[src/rtl/regbank_pkg.sv]
// Shared types and constants for the register-bank writeback path.
//   REG_ADDR_W : width of a register index (16-entry bank)
//   REG_COUNT  : number of registers in the bank
//   reg_addr_t : register index type
//   wb_state_t : writeback port state (idle / write pending on the bank port)
package regbank_pkg;

  localparam int unsigned REG_ADDR_W = 4;
  localparam int unsigned REG_COUNT  = 16;

  typedef logic [REG_ADDR_W-1:0] reg_addr_t;

  typedef enum logic {
    WB_IDLE,
    WB_WRITE
  } wb_state_t;

endpackage

[src/rtl/regbank_wb_arbiter_rr.sv]
// rr_arbiter: combinational round-robin arbiter.
// Grants the lowest requesting index at or after the pointer, wrapping mod N.
// Ports:
//   req [N-1:0]     request vector
//   ptr [PTR_W-1:0] highest-priority index (must be < N)
//   gnt [N-1:0]     one-hot grant, all zero when no request
//   idx [PTR_W-1:0] index of the granted requester (0 when none)
//   any             a grant was issued
module rr_arbiter #(
  parameter int unsigned N     = 3,
  parameter int unsigned PTR_W = (N > 1) ? $clog2(N) : 1
) (
  input  logic [N-1:0]     req,
  input  logic [PTR_W-1:0] ptr,
  output logic [N-1:0]     gnt,
  output logic [PTR_W-1:0] idx,
  output logic             any
);

  int unsigned cand;

  // The inner loop keeps every bit select constant; cand is the rotated
  // position being tried at priority level k.
  always_comb begin
    gnt  = '0;
    idx  = '0;
    any  = 1'b0;
    cand = 0;
    for (int unsigned k = 0; k < N; k++) begin
      cand = (32'(ptr) + k) % N;
      for (int unsigned i = 0; i < N; i++) begin
        if (!any && (i == cand) && req[i]) begin
          any    = 1'b1;
          gnt[i] = 1'b1;
          idx    = PTR_W'(i);
        end
      end
    end
  end

endmodule

[src/rtl/regbank_wb_arbiter.sv]
// regbank_wb_arbiter: shares the single write port (WE3/A3/WD3) of the
// 16-entry register bank among N_REQ writeback requesters using round-robin
// arbitration with valid/ready handshakes; one registered write per cycle.
// Optional write-to-read bypass enabled by defining REGBANK_WB_FWD_EN.
// Ports:
//   CLK, RST_N             clock, synchronous active-low reset
//   REQ_VALID [N_REQ]      per-requester write pending
//   REQ_ADDR  [N_REQ*4]    packed destination indices, slice i = [4i+3:4i]
//   REQ_DATA  [N_REQ*BITS] packed write data, slice i = [BITS*i +: BITS]
//   REQ_READY [N_REQ]      one-hot grant (transfer on VALID&READY at posedge)
//   STALL                  blocks new grants
//   WE3, A3, WD3           bank write port (registered)
//   RA1, RA2               bank read addresses
//   RD1_BANK, RD2_BANK     raw bank read data
//   RD1, RD2               read data to consumers (bypassed when enabled)
module regbank_wb_arbiter
  import regbank_pkg::*;
#(
  parameter int unsigned BITS  = 32,
  parameter int unsigned N_REQ = 3
) (
  input  logic                       CLK,
  input  logic                       RST_N,
  input  logic [N_REQ-1:0]           REQ_VALID,
  input  logic [N_REQ*REG_ADDR_W-1:0] REQ_ADDR,
  input  logic [N_REQ*BITS-1:0]      REQ_DATA,
  output logic [N_REQ-1:0]           REQ_READY,
  input  logic                       STALL,
  output logic                       WE3,
  output logic [REG_ADDR_W-1:0]      A3,
  output logic [BITS-1:0]            WD3,
  input  logic [REG_ADDR_W-1:0]      RA1,
  input  logic [REG_ADDR_W-1:0]      RA2,
  input  logic [BITS-1:0]            RD1_BANK,
  input  logic [BITS-1:0]            RD2_BANK,
  output logic [BITS-1:0]            RD1,
  output logic [BITS-1:0]            RD2
);

  localparam int unsigned PTR_W = (N_REQ > 1) ? $clog2(N_REQ) : 1;

  wb_state_t        state, state_next;
  logic [PTR_W-1:0] ptr, ptr_next;
  reg_addr_t        a3_q;
  logic [BITS-1:0]  wd3_q;

  logic [N_REQ-1:0] req_eff;
  logic [N_REQ-1:0] gnt;
  logic [PTR_W-1:0] gnt_idx;
  logic             xfer;
  reg_addr_t        sel_addr;
  logic [BITS-1:0]  sel_data;

  // Reset and STALL mask requests before arbitration, so READY depends only
  // on VALID, STALL, RST_N and the pointer.
  assign req_eff = (RST_N && !STALL) ? REQ_VALID : '0;

  rr_arbiter #(
    .N     (N_REQ),
    .PTR_W (PTR_W)
  ) u_arb (
    .req (req_eff),
    .ptr (ptr),
    .gnt (gnt),
    .idx (gnt_idx),
    .any (xfer)
  );

  assign REQ_READY = gnt;

  always_comb begin
    sel_addr = '0;
    sel_data = '0;
    for (int unsigned i = 0; i < N_REQ; i++) begin
      if (gnt[i]) begin
        sel_addr = REQ_ADDR[REG_ADDR_W*i +: REG_ADDR_W];
        sel_data = REQ_DATA[BITS*i +: BITS];
      end
    end
  end

  always_comb begin
    ptr_next   = ptr;
    state_next = WB_IDLE;
    if (xfer) begin
      state_next = WB_WRITE;
      ptr_next   = (gnt_idx == PTR_W'(N_REQ - 1)) ? '0 : gnt_idx + PTR_W'(1);
    end
  end

  always_ff @(posedge CLK) begin
    if (!RST_N) begin
      state <= WB_IDLE;
      ptr   <= '0;
      a3_q  <= '0;
      wd3_q <= '0;
    end else begin
      state <= state_next;
      ptr   <= ptr_next;
      if (xfer) begin
        a3_q  <= sel_addr;
        wd3_q <= sel_data;
      end
    end
  end

  assign WE3 = (state == WB_WRITE);
  assign A3  = a3_q;
  assign WD3 = wd3_q;

`ifdef REGBANK_WB_FWD_EN
  // Bypass the pending bank write to readers of the same register.
  assign RD1 = (WE3 && (a3_q == RA1)) ? wd3_q : RD1_BANK;
  assign RD2 = (WE3 && (a3_q == RA2)) ? wd3_q : RD2_BANK;
`else
  logic [2*REG_ADDR_W-1:0] unused_ra;
  assign unused_ra = {RA1, RA2};
  assign RD1 = RD1_BANK;
  assign RD2 = RD2_BANK;
`endif

endmodule

[config.mk]
export PLATFORM = sky130hd
export DESIGN_NAME = regbank_wb_arbiter
export DESIGN_NICKNAME = d
export VERILOG_FILES = /design/src/rtl/regbank_pkg.sv /design/src/rtl/regbank_wb_arbiter_rr.sv /design/src/rtl/regbank_wb_arbiter.sv
export SDC_FILE = /design/constraint.sdc
export NUM_CORES = 1
export LEC_CHECK = 0
export CAP_MARGIN = 40
export CORE_AREA = 2 2 112 114
export CTS_CLUSTER_DIAMETER = 120
export DETAILED_ROUTE_END_ITERATION = 10
export DIE_AREA = 0 0 114 116
export GPL_TIMING_DRIVEN = 0
export PLACE_DENSITY = 0.8
export SETUP_SLACK_MARGIN = 0.05
export SLEW_MARGIN = 10
export SYNTH_ARGS = -nofsm -noshare
export SYNTH_HDL_FRONTEND = slang
export SYNTH_SLANG_ARGS = --single-unit
export TNS_END_PERCENT = 5
[constraint.sdc]
create_clock -name CLK -period 3.8 [get_ports CLK]
set_input_delay 0.57 -clock CLK [delete_from_list [all_inputs] [get_ports CLK]]
set_output_delay 0.57 -clock CLK [all_outputs]
set_load 0.02 [all_outputs]
---- Word level (Yosys, flattened, before mapping) ----
Cells that the tools add are included.
word-level totals
  register bits after elaboration ......... 39
  input bits .............................. 186
  output and inout port bits .............. 104
  logic and storage cells ................. 81
operators by class
  $add $sub $neg .......................... 3
  div/mod/pow operators ................... 3
  equal/unequal tests ..................... 7
  mux-type cells .......................... 34
  reductions and logical operators ........ 30
operators with widths
  kind                                                                      count
  1-bit by 32-bit equality test with 1-bit output, first input constant     3
  2-bit by 32-bit equality test with 1-bit output, first input constant     3
  32-bit zero test                                                          3
  32-bit two-way mux                                                        3
  32-bit by 2-bit remainder unit with 32-bit output, second input constant  2
  2-bit by 2-bit remainder unit with 32-bit output, second input constant   1
  1-bit two-way mux                                                         19
  1-bit logical AND                                                         18
  2-bit two-way mux                                                         8
  4-bit two-way mux                                                         3
  1-bit zero test                                                           9
  2-bit by 1-bit adder with 3-bit output, second input constant             1
  2-bit by 2-bit adder with 3-bit output, second input constant             1
  3-bit two-way mux                                                         1
  2-bit by 1-bit adder with 2-bit output, second input constant             1
  2-bit equality test, second input constant                                1

---- Logic depth before layout (Yosys ltp) ----
  depth in word-level cells ............... 39
  gate-level depth with buffers ........... 10
  mapped depth without buffers ............ 7

---- By module ----
Synthesis repeated with hierarchy kept, for this count alone.
second synthesis, totals
  cells, all modules ...................... 310
  area, all modules ....................... 2825.2 um^2
modules (own cells, without submodules)
  module              instances  cells an instance  area an instance (um^2)  seq. area each (um^2)
  regbank_wb_arbiter  1          289                2681.3                   780.7
  rr_arbiter          1          21                 143.9                    0.0

---- Worst setup path after synthesis ----
OpenSTA, ideal clock, no wires.
  path kind ............................... reg-to-output
  start point ............................. register ptr[0]
  end point ............................... output port REQ_READY[1]
  arrival time ............................ 2.063 ns
  data required time ...................... 3.230 ns
  path slack .............................. 1.167 ns
  stages on the path, launching flop included .. 9
  buffers on the path ..................... 3
  cells stage by stage .................... dfxtp_1 > inv_1 > ha_1 > clkbuf_8 > nor2b_1 > buf_2 > buf_1 > nand3_1 > o21ai_0
on the way
  longest elaborated chain between the ends .. 32
RTL lines
  item                                                                                        RTL line                     RTL
  from (decl)                                                                                 regbank_wb_arbiter.sv:43     logic [PTR_W-1:0] ptr, ptr_next;
  from (signal assigned)                                                                      regbank_wb_arbiter.sv:99     ptr <= ptr_next;
  branches (longest 31 deep; another with 32-bit by 2-bit remainder unit with 32-bit output)  -
  1-bit two-way mux *                                                                         regbank_wb_arbiter_rr.sv:32  if (!any && (i == cand) && req[i]) begin
  to (decl)                                                                                   regbank_wb_arbiter.sv:27     output logic [N_REQ-1:0] REQ_READY,
Mark *: on every way between the ends.

---- Worst setup path after layout ----
  start point ............................. input port REQ_VALID[0]
  end point ............................... output port REQ_READY[2]
on the way
  longest elaborated chain between the ends .. 35
RTL lines
  item                            RTL line                     RTL
  from (decl)                     regbank_wb_arbiter.sv:24     input logic [N_REQ-1:0] REQ_VALID,
  3-bit two-way mux *             regbank_wb_arbiter.sv:56     assign req_eff = (RST_N && !STALL) ? REQ_VALID : '0;
  1-bit logical AND               regbank_wb_arbiter_rr.sv:32
  1-bit two-way mux               regbank_wb_arbiter_rr.sv:32
  1-bit zero test                 regbank_wb_arbiter_rr.sv:32
  1-bit logical AND (2 in a row)  regbank_wb_arbiter_rr.sv:32
  1-bit two-way mux               regbank_wb_arbiter_rr.sv:32
  1-bit zero test                 regbank_wb_arbiter_rr.sv:32
  1-bit logical AND (2 in a row)  regbank_wb_arbiter_rr.sv:32
  [... 14 more ...]               -
  1-bit logical AND (2 in a row)  regbank_wb_arbiter_rr.sv:32
  1-bit two-way mux               regbank_wb_arbiter_rr.sv:32
  1-bit zero test                 regbank_wb_arbiter_rr.sv:32
  1-bit logical AND (2 in a row)  regbank_wb_arbiter_rr.sv:32
  1-bit two-way mux               regbank_wb_arbiter_rr.sv:32
  1-bit zero test                 regbank_wb_arbiter_rr.sv:32
  1-bit logical AND (2 in a row)  regbank_wb_arbiter_rr.sv:32
  1-bit two-way mux *             regbank_wb_arbiter_rr.sv:32
Mark *: on every way between the ends. The rest lies on a longest branch, timed or not.

==> results.json <==
{
  "antenna_cells": 0,
  "viasPerCell": 5.000,
  "synth.avg_cell_area_sq_um": 7.661,
  "syn_to_final_growth_pct": 71.96,
  "initial_core_util_pct": 28.81,
  "synthFlopType": "dfxtp_1",
  "core.rowCount": 40,
  "syn-num-nets": 638,
  "power_frac_clock_pct": 23.6,
  "fin_util_pct": 49.55,
  "rsz0062_at_grt": "false",
  "fillers": 1177,
  "synth_area_leaders": "dfxtp_1 23%, buf_4 15%, o32ai_1 9.4%",
  "endpoint_kind": "output port",
  "crit_arrival_ns": 2.93,
  "worst_slew_pin_slew_ns": 0.5670,
  "die_area_sq_mm": 0.01322,
  "first_global_vias": 3927,
  "dpl_cell_area_sq_mm": 0.005768,
  "relSlewSlack_pct": 62.08,
  "root_buffer": "clkbuf_16",
  "layout_common_cells": "215 x clkdlybuf4s50_1, 67 x buf_4, 43 x nand2_1, 41 x inv_1, 39 x dfxtp_1",
  "seq_area_frac_synth_pct": 22.75,
  "synth_top_family_by_area": "compound AO/OA/AOI/OAI gates",
  "fin_ws_ns": 0.2966,
  "coreArea_sq_mm": 0.01191,
  "period_share_pct": 92.19,
  "crit_fanout": 10,
  "clk_path_buf_depth": 2,
  "cp-start-kind": "primary input",
  "syn_area_sq_mm": 0.003432,
  "die_h_um": 116,
  "yosysWarnings": 0,
  "fin_setup_tns_ns": 0,
  "p_switching_mw": 0.6377,
  "cts-resized-gates": 0,
  "switching_share_pct": 35.77,
  "ios": 290,
  "synth_edf_count": 0,
  "internal-power_mw": 1.145,
  "cts.clk_slew.worst_paths_ns": 0.06,
  "status": "complete, no violations",
  "place.gp.congestion": 0.8417,
  "synthAdderAreaFrac_pct": 1.458,
  "hold_slack_ns": 0.4675,
  "synth_compound_area_share_pct": 31.61,
  "clock_sinks": 39,
  "finalNetCount": 859,
  "p_leak_nw": 2.268,
  "drt-total-wl_um": 13610,
  "hold_buffers": 0,
  "clock_latency_ns": 0.28,
  "ir_drop_mv": 0.1438,
  "slew_viol_final": 0,
  "finalCriticalPeriod_ns": 3.503,
  "drtIter0Drc": 248,
  "cap_violations": 0,
  "track_usage_pct": 19.23,
  "drc_errors": 0,
  "synth_xor_area_share_pct": 0,
  "dp_slack_ns": 0.2898,
  "skew_ns": 0.003567,
  "async_reset_ff_share_pct": 0,
  "final_common_cell": "clkdlybuf4s50_1",
  "hold_viol": 0,
  "drtPass1Iterations": 5,
  "detail_route.wl_per_cell_um": 16.65,
  "numCtsBuffers": 5,
  "cts_tree": "yes",
  "comb_power_share_pct": 48.4,
  "dp_hpwl_um": 10360,
  "cp.required_ns": 3.23,
  "yosysTopAreaCell": "dfxtp_1",
  "critical_path_class": "in -> out",
  "synth_top_area_share_pct": 22.75,
  "synth_cells": 448,
  "holdCritPathClass": "reg -> reg",
  "seqPwrFrac_pct": 28.1,
  "ant_nets": 0,
  "synth_mux_area_share_pct": 0,
  "grt_pass1_wl_um": 20030,
  "powerDensity_mw_per_mm2": 302.1,
  "synth_seq_cells": 39,
  "io_buffers": 215,
  "die_x_um": 114,
  "fin_area_sq_mm": 0.005902,
  "timing.fmax_mhz": 285.4,
  "ys_types": 41,
  "vias": 4085,
  "grt_max_degree": 12,
  "post-cts-setup-buffer-count": 0,
  "setup_viol": 0,
  "drive_gt1_share_pct": 18.81,
  "antenna_found_initial": 0,
  "overflow": 0,
  "cts.htree.levels": 2,
  "synth-simple-area-share_pct": 17.64
}
==> path summary, 6_finish.rpt <==
| kind | endpoint | slack (ns) | startpoint | cells past startpoint |
|---|---|---|---|---|
| worst max-delay path | REQ_READY[2] | 0.30 | REQ_VALID[0] | 6 |
| worst min-delay path | WD3[27]$_SDFFE_PN0P_ | 0.47 | WD3[27]$_SDFFE_PN0P_ | 2 |
| worst max register to register | WD3[27]$_SDFFE_PN0P_ | 1.23 | ptr[0]$_SDFFE_PN0P_ | 10 |
| worst min register to register | WD3[27]$_SDFFE_PN0P_ | 0.47 | WD3[27]$_SDFFE_PN0P_ | 2 |
==> sequential cells by signal (all words and copies together) (netlist names) <==
name / count
WD3: 32
A3: 4
ptr: 2
WE3: 1
==> final cells by class <==
| cell class | instances | area (sq um) | area share [%] |
|---|---|---|---|
| Clock buffer | 7 | 132.6 | 2.247 |
| Sequential cell | 39 | 780.7 | 13.23 |
| Inverter | 42 | 157.7 | 2.671 |
| Multi-Input combinational cell | 260 | 1740 | 29.49 |
| Tap cell | 147 | 183.9 | 3.116 |
| Timing Repair Buffer | 215 | 2152 | 36.46 |
| Clock inverter | 1 | 5.005 | 0.08480 |
| Buffer | 106 | 749.5 | 12.70 |
==> power by group through the flow <==
stage          combinational, mW  clock (mW)  sequential, mW
2_1_floorplan              0.401           0           0.573
3_3_place_gp               0.857           0           0.508
3_5_place_dp               0.866           0           0.508
4_1_cts                    0.867       0.434           0.501
5_1_grt                    0.922       0.445           0.507
6_report                   0.862       0.420           0.501
==> layer usage <==
| metal | wire length, um | track usage [%] | vias up | share of wire (%) |
|---|---|---|---|---|
| met5 | 0 | 0 | - | 0 |
| met4 | 127 | 4.634 | 0 | 0.93 |
| met3 | 978 | 3.609 | 8 | 7.2 |
| met2 | 6794 | 35.52 | 194 | 50 |
| met1 | 5706 | 23.02 | 1869 | 42 |
| li1 | - | - | 2014 | - |
==> worst max-delay path, stage by stage <==
cell and delay (ns):
clkdlybuf4s50_1 0.56, a22oi_2 0.31, a31oi_2 0.20, o22ai_4 0.42, buf_6 0.23, clkdlybuf4s50_1 0.63
==> logic make-up (layout without fill, tap and decap cells) <==
group                    after synthesis  in the layout
adder cells (fa/ha/maj)                4              4
flip-flops                            39             39
buffers and inverters                149            371
AND/OR/NAND/NOR                      126            126
AO/OA/AOI/OAI                        130            130
==> per-stage QoR <==
step | cells | total power, mW
2_1_floorplan | 448 | 0.9738
3_3_place_gp | 810 | 1.365
3_5_place_dp | 810 | 1.374
4_1_cts | 818 | 1.803
5_1_grt | 817 | 1.875
6_report | 817 | 1.783
==> cell usage after synthesis, types with 2 or more instances <==
cell type,instances
buf_4,67
nand4_1,36
clkbuf_1,11
buf_1,3
o32ai_1,37
a31oi_2,2
a211oi_2,14
o21ai_0,4
nor2b_1,2
a21oi_1,2
inv_1,41
a211oi_1,22
nand3_1,2
a22oi_2,2
buf_6,9
ha_1,4
nand2_1,43
buf_2,15
nor2_1,37
o22ai_1,36
dfxtp_1,39
(Power assumes the default switching activity.)
